`src/rtl/imem_loader_pkg.sv`:
```
// Shared encodings for the imem loader: instruction format selector,
// RV32I opcodes used by the encoder, and the canonical NOP word.
package imem_loader_pkg;

    typedef enum logic {
        ENC_R_ADD,
        ENC_I_ADDI
    } t_enc_fmt;

    localparam logic [6:0]  OPC_OP     = 7'b0110011;
    localparam logic [6:0]  OPC_OP_IMM = 7'b0010011;
    localparam logic [2:0]  FUNCT3_ADD = 3'b000;
    localparam logic [31:0] NOP_INSTR  = 32'h00000013;

endpackage

```
`src/rtl/imem_loader_instr_encoder.sv`:
```
// Combinational fields-to-word encoder for RV32I ADD and ADDI; the inverse
// of the core decoder for these two formats.
module instr_encoder
    import imem_loader_pkg::*;
(
    input  t_enc_fmt    fmt,
    input  logic [4:0]  rd,
    input  logic [4:0]  rs1,
    input  logic [4:0]  rs2,
    input  logic [11:0] imm,
    output logic [31:0] word
);

    always_comb begin
        word = '0;
        if (fmt == ENC_I_ADDI) begin
            word = {imm, rs1, FUNCT3_ADD, rd, OPC_OP_IMM};
        end else begin
            word = {7'b0000000, rs2, rs1, FUNCT3_ADD, rd, OPC_OP};
        end
    end

endmodule

```
`src/rtl/imem_loader.sv`:
```
// Streams encoded ADD/ADDI words into consecutive imem addresses from 0.
// Optional macro IMEM_LOADER_PAD_NOP_EN fills the tail of imem with NOPs.
module imem_loader
    import imem_loader_pkg::*;
#(
    parameter  int unsigned DEPTH  = 256,
    localparam int unsigned ADDR_W = $clog2(DEPTH)
) (
    input  logic              clk,
    input  logic              rst_n,
    input  logic              start,
    input  logic              in_valid,
    output logic              in_ready,
    input  t_enc_fmt          in_fmt,
    input  logic [4:0]        in_rd,
    input  logic [4:0]        in_rs1,
    input  logic [4:0]        in_rs2,
    input  logic [11:0]       in_imm,
    input  logic              in_last,
    output logic              imem_wr_en,
    output logic [ADDR_W-1:0] imem_addr,
    output logic [31:0]       imem_wr_data,
    output logic [3:0]        imem_byt_en,
    output logic              busy,
    output logic              done,
    output logic              full,
    output logic [ADDR_W:0]   word_count
);

`ifdef IMEM_LOADER_PAD_NOP_EN
    typedef enum logic [1:0] {S_IDLE, S_LOAD, S_PAD, S_DONE} t_state;
`else
    typedef enum logic [1:0] {S_IDLE, S_LOAD, S_DONE} t_state;
`endif

    localparam logic [ADDR_W-1:0] LAST_ADDR = ADDR_W'(DEPTH - 1);
    localparam logic [ADDR_W-1:0] ADDR_ONE  = ADDR_W'(1);
    localparam logic [ADDR_W:0]   CNT_ONE   = (ADDR_W + 1)'(1);

    t_state            state, state_nxt;
    logic [ADDR_W-1:0] addr;
    logic [31:0]       enc_word;
    logic              accept;
    logic              at_end;
    logic              restart;

    assign in_ready    = (state == S_LOAD);
    assign busy        = (state != S_IDLE) && (state != S_DONE);
    assign accept      = in_valid && in_ready;
    assign at_end      = (addr == LAST_ADDR);
    assign restart     = start && ((state == S_IDLE) || (state == S_DONE));
    assign imem_byt_en = {4{imem_wr_en}};

    instr_encoder u_encoder (
        .fmt  (in_fmt),
        .rd   (in_rd),
        .rs1  (in_rs1),
        .rs2  (in_rs2),
        .imm  (in_imm),
        .word (enc_word)
    );

    always_ff @(posedge clk) begin
        if (!rst_n) state <= S_IDLE;
        else        state <= state_nxt;
    end

    always_comb begin
        state_nxt = state;
        case (state)
            S_IDLE, S_DONE: if (start) state_nxt = S_LOAD;
            S_LOAD: begin
                // The last address wins over in_last: a full memory never pads.
                if (accept && at_end) begin
                    state_nxt = S_DONE;
                end else if (accept && in_last) begin
`ifdef IMEM_LOADER_PAD_NOP_EN
                    state_nxt = S_PAD;
`else
                    state_nxt = S_DONE;
`endif
                end
            end
`ifdef IMEM_LOADER_PAD_NOP_EN
            S_PAD: if (at_end) state_nxt = S_DONE;
`endif
            default: state_nxt = S_IDLE;
        endcase
    end

    always_ff @(posedge clk) begin
        if (!rst_n) begin
            addr         <= '0;
            word_count   <= '0;
            imem_wr_en   <= 1'b0;
            imem_addr    <= '0;
            imem_wr_data <= '0;
            done         <= 1'b0;
            full         <= 1'b0;
        end else begin
            imem_wr_en <= 1'b0;
            if (restart) begin
                addr       <= '0;
                word_count <= '0;
                done       <= 1'b0;
                full       <= 1'b0;
            end
            if (accept) begin
                imem_wr_en   <= 1'b1;
                imem_addr    <= addr;
                imem_wr_data <= enc_word;
                addr         <= addr + ADDR_ONE;
                word_count   <= word_count + CNT_ONE;
                if (at_end) begin
                    done <= 1'b1;
                    full <= !in_last;
                end
`ifndef IMEM_LOADER_PAD_NOP_EN
                else if (in_last) begin
                    done <= 1'b1;
                end
`endif
            end
`ifdef IMEM_LOADER_PAD_NOP_EN
            if (state == S_PAD) begin
                imem_wr_en   <= 1'b1;
                imem_addr    <= addr;
                imem_wr_data <= NOP_INSTR;
                addr         <= addr + ADDR_ONE;
                word_count   <= word_count + CNT_ONE;
                if (at_end) done <= 1'b1;
            end
`endif
        end
    end

endmodule
```
`config.mk`:
```
export PLATFORM = sky130hd
export DESIGN_NAME = imem_loader
export DESIGN_NICKNAME = d
export VERILOG_FILES = /design/src/rtl/imem_loader_pkg.sv /design/src/rtl/imem_loader_instr_encoder.sv /design/src/rtl/imem_loader.sv
export SDC_FILE = /design/constraint.sdc
export NUM_CORES = 1
export LEC_CHECK = 0
export CORE_MARGIN = 8
export CORE_UTILIZATION = 35
export CTS_BUF_LIST = sky130_fd_sc_hd__clkbuf_16
export DETAILED_ROUTE_END_ITERATION = 12
export MAX_ROUTING_LAYER = met4
export PLACE_DENSITY = 0.67
export SYNTH_ARGS = -nofsm -noshare
export SYNTH_HDL_FRONTEND = slang
export SYNTH_SLANG_ARGS = --single-unit
```
`constraint.sdc`:
```
create_clock -name clk -period 3.65 [get_ports clk]
set_clock_uncertainty 0.15 [all_clocks]
set_input_delay 0.5475 -clock clk [delete_from_list [all_inputs] [get_ports clk]]
set_output_delay 0.5475 -clock clk [all_outputs]
set_load 0.03 [all_outputs]
```
==> results.md <==
Detailed routing:
- In the routed layout, each cell is associated on average with a via count of approximately 5.1.
- The DRC violation total after the first TritonRoute iteration is between 100 and 150.
- The first-pass detailed-route iteration total is 4.
- The routed wirelength normalized by instance count is between 10 and 15 um.
- The number of routed nets with antenna violations is 0.
- Summed over all layers, the routed wires come to between 6000 and 7000 um.
- The detailed router placed around 2100 vias in this run.
- In the routed design, unresolved DRC markers number 0.

Synth:
- The average footprint of a synthesized cell is 8.43 um2.
- The count of unique library cells instantiated by Yosys is 35.
- The synthesized cell area is ~2300 um2.
- Measured against the total synthesized area, the mux share comes to ~2.6%.
- The main combinational cell family by area after synthesis is simple AND/OR/NAND/NOR gates.
- The number of instances in the synthesized netlist is 275.
- The portion of the post-synthesis area used by sequential elements is 46.6%.
- Of the total synthesized cell area, the portion taken by XOR and XNOR cells is 0%.
- The area share of and/or/nand/nor cells after synthesis is about 23%.
- The number of warnings issued by yosys is 0.
- Summing the areas of all fa, ha and maj instances in the mapped netlist gives roughly 1.1% of the synthesized area.
- The synthesis-stage register bit count is 54.
- The most used flip-flop cell after synthesis is sky130_fd_sc_hd__dfxtp_1.
- Summing the areas of all compound-gate instances in the mapped netlist gives a little under a fifth of the synthesized area.
- The count of flip-flops with a built-in enable after synthesis is 0.
- The fraction of registers with async set or reset after synthesis is 0%.

Min path:
- The end point of the worst hold path is imem_wr_data[28].
- The cell count of the worst hold path is 2.
- The worst hold path belongs to the class flop to flop.
- The origin of the worst min-delay path is imem_wr_data[28].

GRT:
- The via count of the first global-routing pass came to slightly above 2000.
- Entering global routing, the biggest net connects between 40 and 50 pins.
- The global router's overall resource usage is 12.9%.
- The wire length of the first global-routing pass is 10400 um.
- The initial antenna violation count was 0.
- After global routing the overflow that remains totals 0.

Timing:
- In the finished design, the share of the clock period the worst path needs comes to between 60 and 70%.
- For this run, the top clock speed supported by timing is about 0.44 GHz.
- The worst path needs between 2 and 2.5 ns of the cycle, external delays included.
- The final-layout setup total negative slack is 0 ns.
- The actual slew at the worst max-slew pin is roughly 0.75 ns.
- Measured against its own limit, the worst slew margin works out to 50.2%.
- The final count of hold timing violations is 0.
- The number of slew-limit violations in the final report is 0.
- Setup slack on the critical path of the routed design comes to roughly 1.4 ns.
- The number of failing setup endpoints in the final timing report is 0.
- Setup repair after global routing left no endpoint under its margin.

Critical path:
- The worst setup path is launched from a flop.
- The type of the worst setup path is flop to output pin.
- The largest stage delay on the critical path is approximately 0.75 ns.
- On the critical path, the stage with the largest delay is an instance of sky130_fd_sc_hd__clkdlybuf4s50_1.
- The critical path goes through clkdlybuf4s50_1.
- The destination of the worst register-to-register timing path is word_count[0].
- Counting both buffers and inverters, the worst setup path holds a total of 1.
- The endpoint arrival time on the critical path is around 1.6 ns.
- Along the worst path, the maximum fanout reaches 11.
- The kind of cell with the highest combined delay on the critical path is buffers and inverters.
- The worst register-to-register path has a setup slack of 1.72 ns.
- The type of element capturing the critical path is an output pin.
- Data on the critical path is required at its endpoint by ~3.0 ns.
- The number of cells traversed by the worst register-to-register path is 4.
- The worst register-to-register path begins at state[0].
- The critical path depth is 1.

Layout:
- Of the cells placed in the final design, the portion with a size suffix greater than 1 is about 3.8%.
- After routing the design area is approximately 3300 um2.
- Once layout is complete, the cells apart from fillers number 419.
- Once layout is complete, the utilization of the core stands at slightly above 50%.
- In the final design database the tool counted between 300 and 400 nets.
- The area growth from synthesis to layout is 40.4%.
- The number of antenna diodes in the final layout is 0.

Placement:
- The final RePlAce weighted congestion is 0.777.
- During placement, the flow inserted port buffers numbering 84.
- The number of cells in the design after placement is between 400 and 500.
- The sum of net half-perimeters after detailed placement is around 4300 um.
- After detailed placement, the total cell area comes to about 3100 um2.
- At the placement stage, the worst setup path has a slack of between 1 and 1.5 ns.

CTS:
- The clock tree from TritonCTS is yes.
- The number of buffers inserted during clock tree synthesis is 5.
- The H-tree level count is 2.
- The clock transition time at the flip-flop clock pins of the worst setup and hold paths is around 0.07 ns.
- Once the clock tree was built, the resizer swapped 0 gates to a different size.
- The tree is rooted in a sky130_fd_sc_hd__clkbuf_16.
- In this run the deepest clock path goes through 2 buffers.
- The number of setup buffers added after CTS is 0.
- For this design, the CTS-stage hold fixing added 0 buffers.
- The tree built by TritonCTS fans out to 54 sinks.
- The clock latency of the later-clocked register in the worst-skew pair is about 0.28 ns.

Flow run:
- Across the run, the number of max-cap violations was 0.

Floorplanning:
- Measured along the y axis, the die boundary spans around 100 um.
- The overall die area is 9480 um2.
- The starting density of the core is 36.3%.
- The core outline area is roughly 6400 um2.
- The floorplan has 29 rows.
- During I/O placement, the number of pins put on the boundary was between 90 and 100.
- From left edge to right edge, the die measures 97.4 um.

Power:
- The cell area power density is between 300 and 400 nW/um2.
- Across the VDD grid, the largest voltage drop is 0.228 mV.
- The analysis attributes to cell leakage a power of roughly 1.1 nW.

Status:
- The run finished with clean final reports.
[synthesized netlist by cell type, types with 5 or more instances]
cell type | n | area (um2)
sky130_fd_sc_hd__nand2_1 | 52 | 195
sky130_fd_sc_hd__buf_2 | 10 | 50.1
sky130_fd_sc_hd__mux2i_1 | 6 | 60.1
sky130_fd_sc_hd__nand2b_1 | 6 | 37.5
sky130_fd_sc_hd__a311oi_1 | 5 | 43.8
sky130_fd_sc_hd__or4_1 | 6 | 45.0
sky130_fd_sc_hd__clkbuf_1 | 11 | 41.3
sky130_fd_sc_hd__buf_4 | 12 | 90.1
sky130_fd_sc_hd__nand3_1 | 24 | 120
sky130_fd_sc_hd__a211oi_1 | 6 | 45.0
sky130_fd_sc_hd__dfxtp_1 | 54 | 1080
sky130_fd_sc_hd__a21oi_1 | 35 | 175
sky130_fd_sc_hd__nor2_1 | 9 | 33.8
[through the flow]
| stage | hold WS (ns) | power [W] |
|---|---|---|
| 3_5_place_dp | 0.294 | 0.000836 |
| 4_1_cts | 0.304 | 0.00130 |
| 3_3_place_gp | 0.288 | 0.000834 |
| 2_1_floorplan | 0.300 | 0.000755 |
| 6_report | 0.304 | 0.00128 |
| 5_1_grt | 0.330 | 0.00133 |
[sequential cells by signal, summed over array words and instances (netlist names)]
signal and cells:
imem_wr_en 1, full 1, imem_wr_data 24, addr 8
imem_addr 8, word_count 9, done 1, state 2
[power breakdown]
part	switching, W	leakage (nW)	internal, W
logic	0.000117	0.575	0.0000851
registers	0.0000119	0.437	0.000606
clock network	0.000207	0.0672	0.000251
[final cells by class]
| class | instances | area, um2 |
|---|---|---|
| fill | 623 | 3130 |
| sequential | 54 | 1080 |
| multi-input combinational | 188 | 1050 |
| timing repair buffer | 88 | 871 |
| clock buffer | 5 | 125 |
| tap | 77 | 96.3 |
| clock inverter | 3 | 16.3 |
| inverter | 4 | 15.0 |
[cell usage in the layout, fill, tap and decap left out, types with 2 or more instances in the layout]
cell | netlist | layout
sky130_fd_sc_hd__or4_1 | 6 | 6
sky130_fd_sc_hd__nand2b_1 | 6 | 6
sky130_fd_sc_hd__nand3_1 | 24 | 24
sky130_fd_sc_hd__mux2i_1 | 6 | 6
sky130_fd_sc_hd__a41oi_1 | 3 | 3
sky130_fd_sc_hd__clkinv_1 | 1 | 2
sky130_fd_sc_hd__a21oi_1 | 35 | 35
sky130_fd_sc_hd__ha_1 | 2 | 2
sky130_fd_sc_hd__o21a_1 | 2 | 2
sky130_fd_sc_hd__o311ai_0 | 3 | 3
sky130_fd_sc_hd__clkdlybuf4s50_1 | 0 | 84
sky130_fd_sc_hd__o211ai_1 | 4 | 4
sky130_fd_sc_hd__nor2_1 | 9 | 9
sky130_fd_sc_hd__a211oi_1 | 6 | 6
sky130_fd_sc_hd__buf_4 | 12 | 4
sky130_fd_sc_hd__conb_1 | 1 | 6
sky130_fd_sc_hd__clkbuf_16 | 0 | 5
sky130_fd_sc_hd__a311oi_1 | 5 | 5
sky130_fd_sc_hd__dfxtp_1 | 54 | 54
sky130_fd_sc_hd__nand2_1 | 52 | 52
sky130_fd_sc_hd__a31oi_1 | 4 | 4
sky130_fd_sc_hd__inv_1 | 3 | 3
sky130_fd_sc_hd__nand4_1 | 4 | 4
[how the worst max path moves through the flow]
stage,start,to,slack [ns]
2_1_floorplan,word_count[0],word_count[8],1.87
3_3_place_gp,in_valid,word_count[0],1.11
3_5_place_dp,in_valid,imem_addr[0],1.10
4_1_cts,word_count[2],word_count[2],1.37
5_1_grt,in_valid,imem_addr[0],1.23
6_report,word_count[2],word_count[2],1.38
[cells by family after synthesis]
logic type,count (synthesis)
buffers and inverters,38
muxes,6
DFF,54
and+or+nand+nor,108
adders and majority gates,2
other,1
AOI/OAI and AO/OA,66
[per-layer routing]
layer  wire, um  GRT usage, %
met3        447          4.69
met4         34          1.86
met1       2950          16.3
met2       2660          19.7
met5          0             -
(Power assumes the default switching activity.)
